## src/rtl/instr_issue_ctrl_pkg.sv

```systemverilog
// Shared definitions for the instruction issue controller: idle word, FSM
// state encoding and RISC-V base opcode constants.
package instr_issue_ctrl_pkg;

  localparam logic [31:0] NOP_INSTR = 32'h0000_0013;

  typedef enum logic [1:0] {
    IDLE  = 2'd0,
    ISSUE = 2'd1,
    HOLD  = 2'd2,
    FLUSH = 2'd3
  } state_e;

  localparam logic [6:0] OPC_R    = 7'b0110011;
  localparam logic [6:0] OPC_I    = 7'b0010011;
  localparam logic [6:0] OPC_B    = 7'b1100011;
  localparam logic [6:0] OPC_J    = 7'b1101111;
  localparam logic [6:0] OPC_JALR = 7'b1100111;
  localparam logic [6:0] OPC_S    = 7'b0100011;
  localparam logic [6:0] OPC_L    = 7'b0000011;

  function automatic logic [6:0] opcode_of(input logic [31:0] instr);
    return instr[6:0];
  endfunction

  // True for words that can redirect the fetch stream.
  function automatic logic is_ctrl_flow(input logic [31:0] instr);
    return (opcode_of(instr) == OPC_B) || (opcode_of(instr) == OPC_J) ||
           (opcode_of(instr) == OPC_JALR);
  endfunction

endpackage

```

## src/rtl/instr_issue_ctrl_fifo.sv

```systemverilog
// Power-of-two instruction queue with push/pop/flush, occupancy count and
// full/empty flags; flush has priority over any push or pop.
module instr_fifo
  import instr_issue_ctrl_pkg::*;
#(
  parameter int unsigned DEPTH = 4,
  parameter int unsigned WIDTH = 32,
  localparam int unsigned AW = $clog2(DEPTH),
  localparam int unsigned CW = $clog2(DEPTH) + 1
) (
  input  logic             clk_i,
  input  logic             rst_i,
  input  logic             push_i,
  input  logic [WIDTH-1:0] push_data_i,
  input  logic             pop_i,
  input  logic             flush_i,
  output logic [WIDTH-1:0] pop_data_o,
  output logic [CW-1:0]    count_o,
  output logic             full_o,
  output logic             empty_o
);

  logic [WIDTH-1:0] mem_q [DEPTH];
  logic [AW-1:0]    wr_ptr_q, wr_ptr_d;
  logic [AW-1:0]    rd_ptr_q, rd_ptr_d;
  logic [CW-1:0]    count_q, count_d;
  logic             do_push_s, do_pop_s;

  assign full_o     = (count_q == CW'(DEPTH));
  assign empty_o    = (count_q == '0);
  assign do_push_s  = push_i && !full_o && !flush_i;
  assign do_pop_s   = pop_i && !empty_o && !flush_i;
  assign count_o    = count_q;
  assign pop_data_o = mem_q[rd_ptr_q];

  // Pointer and occupancy next-state; pointers wrap naturally at DEPTH.
  always_comb begin
    wr_ptr_d = wr_ptr_q;
    rd_ptr_d = rd_ptr_q;
    count_d  = count_q;
    if (flush_i) begin
      wr_ptr_d = '0;
      rd_ptr_d = '0;
      count_d  = '0;
    end else begin
      if (do_push_s) begin
        wr_ptr_d = wr_ptr_q + AW'(1);
      end else begin
        wr_ptr_d = wr_ptr_q;
      end
      if (do_pop_s) begin
        rd_ptr_d = rd_ptr_q + AW'(1);
      end else begin
        rd_ptr_d = rd_ptr_q;
      end
      case ({do_push_s, do_pop_s})
        2'b10:   count_d = count_q + CW'(1);
        2'b01:   count_d = count_q - CW'(1);
        default: count_d = count_q;
      endcase
    end
  end

  always_ff @(posedge clk_i or posedge rst_i) begin
    if (rst_i) begin
      wr_ptr_q <= '0;
      rd_ptr_q <= '0;
      count_q  <= '0;
    end else begin
      wr_ptr_q <= wr_ptr_d;
      rd_ptr_q <= rd_ptr_d;
      count_q  <= count_d;
    end
  end

  always_ff @(posedge clk_i) begin
    if (do_push_s) begin
      mem_q[wr_ptr_q] <= push_data_i;
    end
  end

endmodule

```

## src/rtl/instr_issue_ctrl.sv

```systemverilog
// Instruction issue controller: queues loader words and presents them to the
// cpu one at a time, each held for a programmable number of extra cycles.
module instr_issue_ctrl
  import instr_issue_ctrl_pkg::*;
#(
  parameter int unsigned DEPTH     = 4,
  parameter logic [31:0] NOP_INSTR = instr_issue_ctrl_pkg::NOP_INSTR,
  localparam int unsigned CW       = $clog2(DEPTH) + 1
) (
  input  logic        cpu_clk,
  input  logic        cpu_rst,
  input  logic        in_valid,
  input  logic [31:0] in_instr,
  output logic        in_ready,
  input  logic [2:0]  hold_cycles,
  input  logic        redirect,
  output logic [31:0] cpu_instruction,
  output logic        cpu_instruction_RDY_BSY,
  output logic [15:0] issue_count,
  output logic        busy
);

  state_e      state_q, state_d;
  logic [31:0] instr_q, instr_d;
  logic        rdy_q, rdy_d;
  logic [15:0] issue_count_q, issue_count_d;
  logic [2:0]  hold_q, hold_d;
  logic        issue_next_s;
  logic        fifo_push_s;
  logic [31:0] fifo_data_s;
  logic [CW-1:0] fifo_count_s;
  logic        fifo_full_s, fifo_empty_s;
  logic        in_ready_s;

  // Acceptance uses registered occupancy only, never a same-cycle pop.
  assign in_ready_s  = !fifo_full_s && !redirect && (state_q != FLUSH);
  assign fifo_push_s = in_valid && in_ready_s;

  instr_fifo #(
    .DEPTH (DEPTH),
    .WIDTH (32)
  ) u_fifo (
    .clk_i       (cpu_clk),
    .rst_i       (cpu_rst),
    .push_i      (fifo_push_s),
    .push_data_i (in_instr),
    .pop_i       (issue_next_s),
    .flush_i     (redirect),
    .pop_data_o  (fifo_data_s),
    .count_o     (fifo_count_s),
    .full_o      (fifo_full_s),
    .empty_o     (fifo_empty_s)
  );

  // Issue FSM next-state, output register and counter updates.
  always_comb begin
    state_d       = state_q;
    instr_d       = instr_q;
    rdy_d         = 1'b0;
    issue_count_d = issue_count_q;
    hold_d        = hold_q;
    issue_next_s  = 1'b0;
    if (redirect) begin
      state_d = FLUSH;
      instr_d = NOP_INSTR;
      hold_d  = 3'd0;
    end else begin
      case (state_q)
        IDLE: begin
          if (!fifo_empty_s) begin
            issue_next_s = 1'b1;
          end else begin
            instr_d = NOP_INSTR;
          end
        end
        ISSUE: begin
          if (hold_cycles != 3'd0) begin
            state_d = HOLD;
            hold_d  = hold_cycles;
          end else if (!fifo_empty_s) begin
            issue_next_s = 1'b1;
          end else begin
            state_d = IDLE;
            instr_d = NOP_INSTR;
          end
        end
        HOLD: begin
          if (hold_q > 3'd1) begin
            hold_d = hold_q - 3'd1;
          end else begin
            hold_d = 3'd0;
            if (!fifo_empty_s) begin
              issue_next_s = 1'b1;
            end else begin
              state_d = IDLE;
              instr_d = NOP_INSTR;
            end
          end
        end
        FLUSH: begin
          state_d = IDLE;
          instr_d = NOP_INSTR;
        end
        default: begin
          state_d = IDLE;
          instr_d = NOP_INSTR;
          hold_d  = 3'd0;
        end
      endcase
      if (issue_next_s) begin
        state_d       = ISSUE;
        instr_d       = fifo_data_s;
        rdy_d         = 1'b1;
        issue_count_d = issue_count_q + 16'd1;
      end else begin
        rdy_d = 1'b0;
      end
    end
  end

  always_ff @(posedge cpu_clk or posedge cpu_rst) begin
    if (cpu_rst) begin
      state_q       <= IDLE;
      instr_q       <= NOP_INSTR;
      rdy_q         <= 1'b0;
      issue_count_q <= 16'd0;
      hold_q        <= 3'd0;
    end else begin
      state_q       <= state_d;
      instr_q       <= instr_d;
      rdy_q         <= rdy_d;
      issue_count_q <= issue_count_d;
      hold_q        <= hold_d;
    end
  end

  assign in_ready                = in_ready_s;
  assign cpu_instruction         = instr_q;
  assign cpu_instruction_RDY_BSY = rdy_q;
  assign issue_count             = issue_count_q;
  assign busy                    = (state_q != IDLE) || (fifo_count_s != '0);

endmodule

```

## config.mk

```make
export PLATFORM = sky130hd
export DESIGN_NAME = instr_issue_ctrl
export DESIGN_NICKNAME = d
export VERILOG_FILES = /design/src/rtl/instr_issue_ctrl_pkg.sv /design/src/rtl/instr_issue_ctrl_fifo.sv /design/src/rtl/instr_issue_ctrl.sv
export SDC_FILE = /design/constraint.sdc
export NUM_CORES = 1
export LEC_CHECK = 0
export CAP_MARGIN = 20
export CORE_MARGIN = 8
export CORE_UTILIZATION = 40
export CTS_BUF_LIST = sky130_fd_sc_hd__clkbuf_4 sky130_fd_sc_hd__clkbuf_8 sky130_fd_sc_hd__clkbuf_16
export CTS_CLUSTER_DIAMETER = 200
export DETAILED_ROUTE_END_ITERATION = 16
export HOLD_SLACK_MARGIN = 0.03
export RECOVER_POWER = 50
export REMOVE_ABC_BUFFERS = 1
export SLEW_MARGIN = 20
export SYNTH_ARGS = -nofsm -noshare
export SYNTH_HDL_FRONTEND = slang
export SYNTH_SLANG_ARGS = --single-unit
```

## constraint.sdc

```tcl
create_clock -name cpu_clk -period 2.7 [get_ports cpu_clk]
set_input_delay 0.405 -clock cpu_clk [delete_from_list [all_inputs] [get_ports cpu_clk]]
set_output_delay 0.405 -clock cpu_clk [all_outputs]
set_load 0.05 [all_outputs]
```

==> metrics.txt, run 1 <==
worst IR drop on VDD 0.5134 mV; Seq/Total Area, Yosys 71.77%; clock buffer depth 2; I/O Pins 90; Crit Path Max Fanout 4; chip height 152.8 um; final count of negative-setup-slack endpoints 0; gr ovfl total 0; #FFs+latches synth 189; final non-filler cell area 0.009346 mm^2; antenna violations before repair 2; Power, Total 8.186 mW; Post-CTS Hold Fix Bufs 0; Synth cell types 52; clock root buffer clkbuf_16; final net count 562; total standard cell area after synthesis 0.007487 mm^2; most frequent standard cell in the layout excluding fill and tap cells edfxtp_1; final worst path period need 2.441 ns; H-tree levels 4; worst endpoint required time 3.05 ns; vias in the first global route 4463; worst hold path type reg2reg; pins over their slew limit 62; area of the die 0.02335 mm^2; horizontal die dimension 152.8 um; critical path endpoint category register; static leakage 3.353 nW; result of the run finished, violations left; Avg Synthesized Cell Area 18.31 um^2; largest net degree at the start of global routing 62; total via count in the routed design 4053; pin slew with the least headroom to its limit 1.652 ns; DRC marker count from the first detailed-route iteration 178; number of maximum-capacitance constraint violations 1; Synth top area share 51.34%; clock insertion delay at the later pin of the skew report 0.42 ns; TritonCTS clock tree built; global-route wire length before repair 24610 um; drt wl/cell 20.08 um; CP Data Arrival Time 2.79 ns; RSZ-0062 raised after global routing no; fraction of registers with async set/reset 32.28%; final number of hold-violating endpoints 0; Ys Warns 0; commonest non-fill, non-tap cells in the layout 128 x edfxtp_1, 56 x dfrtp_1, 53 x clkdlybuf4s50_1; post-route ant nets 0; skew final 0.008100 ns; power per unit of standard cell area 875.8 mW/mm^2; initial core utilization 40.43%; maximum clock rate 0.4096 GHz; area grow syn2layout 24.83%; element type at the critical path start register; top cells by area in the synthesized netlist edfxtp_1 51%, dfrtp_1 19%, mux4_2 9.6%; total clock buffers created by CTS 17; post-route DRC violation count 0; std cell rows 50; IO buf count 89; Hold Crit Start issue_count[15]$_DFFE_PP0N_; detailed-route wire length 15300 um; TritonRoute pass-1 iters 4; Post-Synthesis Cells 409; average vias per placed instance 5.319; number of enable flip-flop cells after synthesis 128; DP Wirelength 9556 um; gr usage total 13.57%; leading area contributor after synthesis edfxtp_1; Final GP Congestion 0.7890; setup tns final 0 ns; total core area 0.01852 mm^2; Final period util 90.42%; category of the critical setup timing path reg2reg; sink count of the clock tree 189; launching point of the worst reg2reg path hold_q[1]$_DFFE_PP0P_; Diodes inserted 0; Clk pin slew, worst setup/hold paths 0.07 ns; area after detailed placement 0.008816 mm^2; violated checks capacitance limit, slew limit; dominant synthesized flop cell edfxtp_1; Critical path origin hold_q[1]$_DFFE_PP0P_; fraction of layout instances using a drive strength above 1 20.08%; Slew headroom -10.11%
## worst max-delay path, cell delays in order (launching register included)
cell     delay, ns
dfrtp_1       0.39
inv_1         0.08
ha_1          0.18
nor2b_1       0.15
o311a_2       0.36
nand2_2       0.08
nor2_1        0.05
fa_1          0.43
or4b_1        0.54
nand4_1       0.10
## final cells by class
cell class | instances | area (um^2)
Fill cell | 1534 | 9171
Sequential cell | 189 | 5376
Multi-Input combinational cell | 185 | 1937
Timing Repair Buffer | 109 | 1092
Clock buffer | 17 | 425.4
Tap cell | 234 | 292.8
Clock inverter | 15 | 173.9
Inverter | 13 | 48.80
## state kept, by name (all words and copies together), names as in the netlist
| signal | cells |
|---|---|
| u_fifo.mem_q | 128 |
| cpu_instruction | 32 |
| issue_count | 16 |
| hold_q | 3 |
| u_fifo.count_o | 3 |
| state_q | 2 |
| u_fifo.rd_ptr_q | 2 |
| u_fifo.wr_ptr_q | 2 |
| cpu_instruction_RDY_BSY | 1 |
## per-stage QoR
stage	std cells	utilization [%]	setup slack [ns]	hold slack [ns]
2_1_floorplan	387	-	0.1919	0.4681
3_3_place_gp	730	47.61	0.1794	0.4584
3_5_place_dp	730	47.61	0.1463	0.4616
4_1_cts	762	50.84	0.2024	0.3804
5_1_grt	762	50.47	0.1352	0.4947
6_report	762	50.47	0.2588	0.4616
## routing by layer
metal  global-route usage (%)  vias up  share of wire, %
met5                        0        -              0.15
met2                    23.16       95                49
met1                    16.38     2103                45
met4                    3.016        4              0.90
met3                    4.652       16               5.0
li1                         -     1835                 -
## cell families (layout without fill, tap and decap cells)
logic type / count (synthesis) / in the layout / synth area share, %
multiplexers: 33 / 33 / 9.776
buffers and inverters: 35 / 154 / 2.105
AND/OR/NAND/NOR: 70 / 70 / 6.284
adder cells (fa/ha/maj): 8 / 8 / 1.437
AO/OA/AOI/OAI: 57 / 57 / 6.635
XOR/XNOR: 17 / 17 / 1.989
flip-flops: 189 / 189 / 71.77
## worst paths after layout
kind	to	slack, ns	depth (start not counted)
max	u_fifo.count_o[2]$_DFFE_PP0P_	0.26	9
min reg2reg	issue_count[15]$_DFFE_PP0N_	0.46	1
min	issue_count[15]$_DFFE_PP0N_	0.46	1
min in group asynchronous	issue_count[14]$_DFFE_PP0N_	1.00	3
max reg2reg	u_fifo.count_o[2]$_DFFE_PP0P_	0.26	9
max in group asynchronous	u_fifo.rd_ptr_q[0]$_DFFE_PP0P_	0.60	3
## power breakdown
group / internal (mW) / leakage [nW] / switching (mW)
Combinational: 0.889 / 1.09 / 1.23
Clock: 1.33 / 0.289 / 1.15
Sequential: 3.38 / 1.98 / 0.213
Total: 5.59 / 3.35 / 2.59
## Yosys cell counts (all sizes together) (2+ instances only)
master  instances
nor3b           2
o311ai          3
nor4            8
clkbuf          9
o21ai           5
and2            5
dfstp           3
nor2            6
xor2           13
nand2          11
nor3            5
xnor2           4
dfrtp          58
nand3          10
nand4           5
o22a            3
a21oi           5
nand2b          2
a22o           29
a21o            2
edfxtp        128
mux4           32
or3             4
ha              7
buf            13
nor2b           3
or4b            2
and4            2
inv            13
## what timing repair did
item / CTS / global route
resized for setup: 1 / 0
endpoints found under the setup margin: 1 / 0
endpoints found under the hold margin: 0 / 0
buffers inserted: 0 / 0
Note: power is estimated with default switching activity, not from simulation.
==> run 2, diff against run 1 <==
--- a/config.mk
+++ b/config.mk
@@ -7,11 +7,12 @@
 export LEC_CHECK = 0
 export CAP_MARGIN = 20
 export CORE_MARGIN = 8
-export CORE_UTILIZATION = 40
+export CORE_UTILIZATION = 50
 export CTS_BUF_LIST = sky130_fd_sc_hd__clkbuf_4 sky130_fd_sc_hd__clkbuf_8 sky130_fd_sc_hd__clkbuf_16
 export CTS_CLUSTER_DIAMETER = 200
 export DETAILED_ROUTE_END_ITERATION = 16
 export HOLD_SLACK_MARGIN = 0.03
+export PLACE_DENSITY = 0.76
 export RECOVER_POWER = 50
 export REMOVE_ABC_BUFFERS = 1
 export SLEW_MARGIN = 20
==> run 2 against run 1 <==
Net effect: the flow now finishes without violations; sequential cell count is the same; non-clock buffer count unchanged; global-route usage increased by 3.2 points; total power is 0.18% lower; sequential share of layout area rose by 0.47 points; die area fell by 18%; final cell count shrank 6.6%; worst hold slack gained 0.0089 ns.
==> metrics.txt, run 2 (same netlist as run 1, synthesis figures left out) <==
IO buf count 89; Comb power frac 25.9%; skew final 0.01007 ns; total core area 0.01459 mm^2; Crit Path Max Fanout 16; Post-CTS Hold Fix Bufs 0; worst hold path endpoint issue_count[15]$_DFFE_PP0N_; power per unit of standard cell area 881.4 mW/mm^2; Final period util 93.23%; final net count 562; pin slew with the least headroom to its limit 1.191 ns; final number of hold-violating endpoints 0; global-route wire length before repair 24880 um; launching point of the worst reg2reg path state_q[1]$_DFFE_PP0P_; post-route DRC violation count 0; vias in the first global route 4522; H-tree levels 4; chip height 138.4 um; fraction of layout instances using a drive strength above 1 19.51%; final non-filler cell area 0.009270 mm^2; critical path endpoint category register; DRC marker count from the first detailed-route iteration 232; total clock buffers created by CTS 17; average vias per placed instance 5.816; category of the critical setup timing path reg2reg; detailed-route wire length 15400 um; clock buffer depth 2; worst hold path type reg2reg; area after detailed placement 0.008753 mm^2; commonest non-fill, non-tap cells in the layout 128 x edfxtp_1, 56 x dfrtp_1, 53 x clkdlybuf4s50_1; area grow syn2layout 23.81%; I/O Pins 90; pins over their slew limit 0; element type at the critical path start register; number of flip-flops under the largest register name 128; Diodes inserted 0; antenna violations before repair 1; TritonRoute pass-1 iters 4; gr usage total 16.75%; sink count of the clock tree 189; static leakage 3.328 nW; Reg power frac 44.1%; post-layout worst setup margin 0.1828 ns; Hold Crit Start issue_count[15]$_DFFE_PP0N_; gr ovfl total 0; Hold Crit Depth 1; worst endpoint required time 2.82 ns; Power, Total 8.171 mW; TritonCTS clock tree built; most frequent standard cell in the layout excluding fill and tap cells edfxtp_1; r2r worst-path depth 5; area of the die 0.01915 mm^2; horizontal die dimension 138.4 um; post-route ant nets 0; share of power burned in the clock network 30.0%; result of the run finished clean; final worst path period need 2.517 ns; RR Endpoint u_fifo.mem_q[2][16]$_DFFE_PP_; register bank with the most flops u_fifo.mem_q; setup tns final 0 ns; largest net degree at the start of global routing 35; worst IR drop on VDD 0.6894 mV; Net Sw Power 2.531 mW; Post-CTS Setup Repair Bufs 0; CP Data Arrival Time 2.63 ns; Clk pin slew, worst setup/hold paths 0.07 ns; initial core utilization 51.32%; setup slack of the most critical reg-to-reg path 0.18 ns; RSZ-0062 raised after global routing no; Final GP Congestion 0.7678; clock root buffer clkbuf_16; clock insertion delay at the later pin of the skew report 0.43 ns; switching fraction of total power 30.98%; number of maximum-capacitance constraint violations 0; pre-CTS setup slack 0.07094 ns; std cell rows 44; Layout Utilization 63.54%; drt wl/cell 21.63 um; DP Wirelength 9473 um; final count of negative-setup-slack endpoints 0; Pint 5.639 mW; Slew headroom 20.54%; total via count in the routed design 4141; maximum clock rate 0.3973 GHz
[run 2: changes by cell type in the layout (fill, tap and decap cells not counted), sizes merged]
cell      change
buf           -3
inv           -4
clkinv        -4
clkbuf        +5
bufinv        +1
clkinvlp      +5
[run 2: layout make-up]
cell class,count,area (um^2)
Clock buffer,19,440.4
Clock inverter,13,142.6
Fill cell,1017,5319
Inverter,13,48.80
Multi-Input combinational cell,185,1964
Sequential cell,189,5376
Tap cell,184,230.2
Timing Repair Buffer,109,1067
[run 2: how the worst max path moves through the flow]
| stage | to | slack (ns) | cells past startpoint | startpoint |
|---|---|---|---|---|
| 6_report | u_fifo.mem_q[2][16]$_DFFE_PP_ | 0.18 | 5 | state_q[1]$_DFFE_PP0P_ |
| 5_1_grt | u_fifo.mem_q[1][20]$_DFFE_PP_ | 0.03 | 5 | state_q[1]$_DFFE_PP0P_ |
| 4_1_cts | u_fifo.count_o[1]$_DFFE_PP0P_ | 0.19 | 9 | hold_q[1]$_DFFE_PP0P_ |
| 3_5_place_dp | u_fifo.count_o[1]$_DFFE_PP0P_ | 0.07 | 8 | hold_cycles[0] |
| 3_3_place_gp | u_fifo.count_o[1]$_DFFE_PP0P_ | 0.16 | 8 | hold_cycles[0] |
| 2_1_floorplan | u_fifo.mem_q[1][0]$_DFFE_PP_ | 0.19 | 3 | state_q[1]$_DFFE_PP0P_ |
[run 2: power groups by stage]
stage / Sequential (mW) / Clock (mW) / Combinational (mW)
after detailed placement: 3.65 / 0 / 2.21
after global routing: 3.63 / 2.60 / 2.28
after CTS: 3.60 / 2.51 / 2.21
after floorplan: 4.11 / 0 / 0.943
final: 3.60 / 2.45 / 2.12
after global placement: 3.64 / 0 / 2.16
[run 2: routing by layer]
metal	part of all wire, %	wire length [um]	vias up	track usage (%)
met1	44	6729	2135	20.79
met4	1.1	176	2	5.435
met3	6.6	1023	17	5.479
met2	48	7455	149	27.23
li1	-	-	1838	-
met5	0.078	12	-	0
[run 2: through the flow]
step                hold WS, ns  instances
finish                   0.4705        712
detailed placement       0.4635        680
global route             0.5087        712
CTS                      0.4190        712
global placement         0.4574        680
floorplan                0.4681        387
[run 2: worst max-delay path, stage by stage (launching register included)]
cell and delay, ns:
dfrtp_1 0.50, a21o_1 0.22, nor3b_1 0.25, clkbuf_1 0.56, and2_0 0.35, clkbuf_2 0.31
[run 2: what timing repair did]
item | CTS | global route
setup endpoints to repair | 1 | 0
endpoints found under the hold margin | 0 | 0
gates resized for setup | 1 | 0
==> run 3, diff against run 2 <==
--- a/config.mk
+++ b/config.mk
@@ -6,7 +6,6 @@
 export NUM_CORES = 1
 export LEC_CHECK = 0
 export CAP_MARGIN = 20
-export CORE_MARGIN = 8
 export CORE_UTILIZATION = 50
 export CTS_BUF_LIST = sky130_fd_sc_hd__clkbuf_4 sky130_fd_sc_hd__clkbuf_8 sky130_fd_sc_hd__clkbuf_16
 export CTS_CLUSTER_DIAMETER = 200
==> run 3 against run 2 <==
Net effect: worst hold slack got worse by 0.0079 ns; clock-buffer cell count fell by 1; sequential power about the same; setup slack better by 0.045 ns; wire length down 5.3%; non-clock buffer count increased by 2; utilization is 0.53 points higher; final cell count up 0.28%; first-iteration DRC count grew 11%.
==> metrics.txt, run 3 (same netlist as run 1, synthesis figures left out) <==
final count of negative-setup-slack endpoints 0; element type at the critical path start register; fraction of layout instances using a drive strength above 1 20.38%; Post-CTS Setup Repair Bufs 0; TritonCTS clock tree built; most frequent standard cell in the layout excluding fill and tap cells edfxtp_1; IO buf count 89; initial core utilization 51.32%; pins over their slew limit 0; setup tns final 0 ns; Hold Crit Start issue_count[15]$_DFFE_PP0N_; cell type of the slowest stage on the worst timing path or4b_1; gr usage total 20.05%; critical path endpoint category register; worst IR drop on VDD 0.8808 mV; H-tree levels 4; Clk pin slew, worst setup/hold paths 0.07 ns; setup slack of the most critical reg-to-reg path 0.23 ns; I/O Pins 90; vias in the first global route 4398; result of the run finished clean; Final period util 91.56%; skew final 0.01214 ns; RR Endpoint u_fifo.count_o[2]$_DFFE_PP0P_; TritonRoute pass-1 iters 4; clock buffer depth 2; Filler cells 1017; antenna violations before repair 2; CP Data Arrival Time 2.83 ns; total clock buffers created by CTS 17; category of the critical setup timing path reg2reg; drt wl/cell 20.42 um; Comb power frac 25.7%; number of maximum-capacitance constraint violations 0; clock root buffer clkbuf_16; worst endpoint required time 3.05 ns; Layout Utilization 64.07%; average vias per placed instance 5.738; horizontal die dimension 124.4 um; worst hold path type reg2reg; detailed-route wire length 14580 um; post-route ant nets 0; final net count 564; clock insertion delay at the later pin of the skew report 0.43 ns; worst hold margin 0.4626 ns; commonest non-fill, non-tap cells in the layout 128 x edfxtp_1, 56 x dfrtp_1, 53 x clkdlybuf4s50_1; final number of hold-violating endpoints 0; Final GP Congestion 0.8153; std cell rows 44; gate family responsible for the most delay along the worst path simple AND/OR/NAND/NOR gates; pin slew with the least headroom to its limit 1.253 ns; CP max stage delay 0.54 ns; switching fraction of total power 30.66%; post-route DRC violation count 0; worst path buffer plus inverter count 1; power per unit of standard cell area 891.1 mW/mm^2; chip height 124.4 um; number of flip-flops under the largest register name 128; Reg power frac 43.4%; total via count in the routed design 4097; area of the die 0.01547 mm^2; Hold Crit Depth 1; global-route wire length before repair 23490 um; sink count of the clock tree 189; largest net degree at the start of global routing 35; Pint 5.776 mW; register bank with the most flops u_fifo.mem_q; share of power burned in the clock network 30.9%; DP Wirelength 9264 um; total core area 0.01459 mm^2; worst hold path endpoint issue_count[15]$_DFFE_PP0N_; final worst path period need 2.472 ns; maximum clock rate 0.4045 GHz; Slew headroom 16.48%; RSZ-0062 raised after global routing no; area grow syn2layout 24.85%; r2r worst-path depth 9; Power, Total 8.330 mW; gr ovfl total 0; Crit Path Max Fanout 4; sequence of cells on the critical path inv_1, ha_1, nor2b_1, o311a_2, nand2_2, nor2_1, fa_1, or4b_1, nand4_1; launching point of the worst reg2reg path hold_q[1]$_DFFE_PP0P_; Diodes inserted 0; Net Sw Power 2.554 mW; static leakage 3.392 nW; DRC marker count from the first detailed-route iteration 258
==> run 3: worst max-delay path by stage <==
stage,startpoint,to,slack [ns],cells after the start
2_1_floorplan,state_q[1]$_DFFE_PP0P_,u_fifo.mem_q[1][0]$_DFFE_PP_,0.19,3
3_3_place_gp,hold_cycles[0],u_fifo.count_o[1]$_DFFE_PP0P_,0.13,8
3_5_place_dp,hold_cycles[0],u_fifo.count_o[1]$_DFFE_PP0P_,0.05,8
4_1_cts,hold_q[1]$_DFFE_PP0P_,u_fifo.count_o[2]$_DFFE_PP0P_,0.22,9
5_1_grt,state_q[1]$_DFFE_PP0P_,u_fifo.mem_q[2][4]$_DFFE_PP_,0.05,5
6_report,hold_q[1]$_DFFE_PP0P_,u_fifo.count_o[2]$_DFFE_PP0P_,0.23,9
==> run 3: final cells by class <==
type	instances	area, um^2	area share (%)
inverters	13	48.80	0.5220
clock buffers	18	432.9	4.631
repair buffers	111	1109	11.86
clock inverters	14	186.4	1.994
well taps	184	230.2	2.463
flip-flops and latches	189	5376	57.52
multi-input cells	185	1964	21.01
==> run 3: what timing repair did <==
item	CTS	global route
hold buffers	0	0
resized for setup	1	0
setup endpoints to repair	1	0
==> run 3: stage by stage <==
step,cell area (um^2),cells,worst slack [ns]
5_1_grt,9348,714,0.05230
6_report,9348,714,0.2278
4_1_cts,9387,714,0.2200
2_1_floorplan,7378,387,0.1919
3_3_place_gp,8768,682,0.1294
3_5_place_dp,8768,682,0.04997
==> run 3: layer usage <==
layer	global-route usage, %	up-vias	share of wire [%]
li1	-	1838	-
met1	25.65	2101	43
met2	33.21	140	50
met3	6.100	14	5.6
met4	5.599	4	0.86
met5	0	-	0.16
==> run 3: worst reg2reg max path, cell delays in order (launching register included) <==
cell	delay, ns
dfrtp_1	0.39
inv_1	0.08
ha_1	0.19
nor2b_1	0.17
o311a_2	0.36
nand2_2	0.08
nor2_1	0.05
fa_1	0.43
or4b_1	0.54
nand4_1	0.10
==> run 3: power groups by stage <==
stage / clock, mW / sequential, mW / combinational, mW
floorplan: 0 / 4.11 / 0.943
global placement: 0 / 3.67 / 2.13
detailed placement: 0 / 3.67 / 2.18
CTS: 2.61 / 3.62 / 2.19
global route: 2.72 / 3.65 / 2.27
finish: 2.58 / 3.62 / 2.14
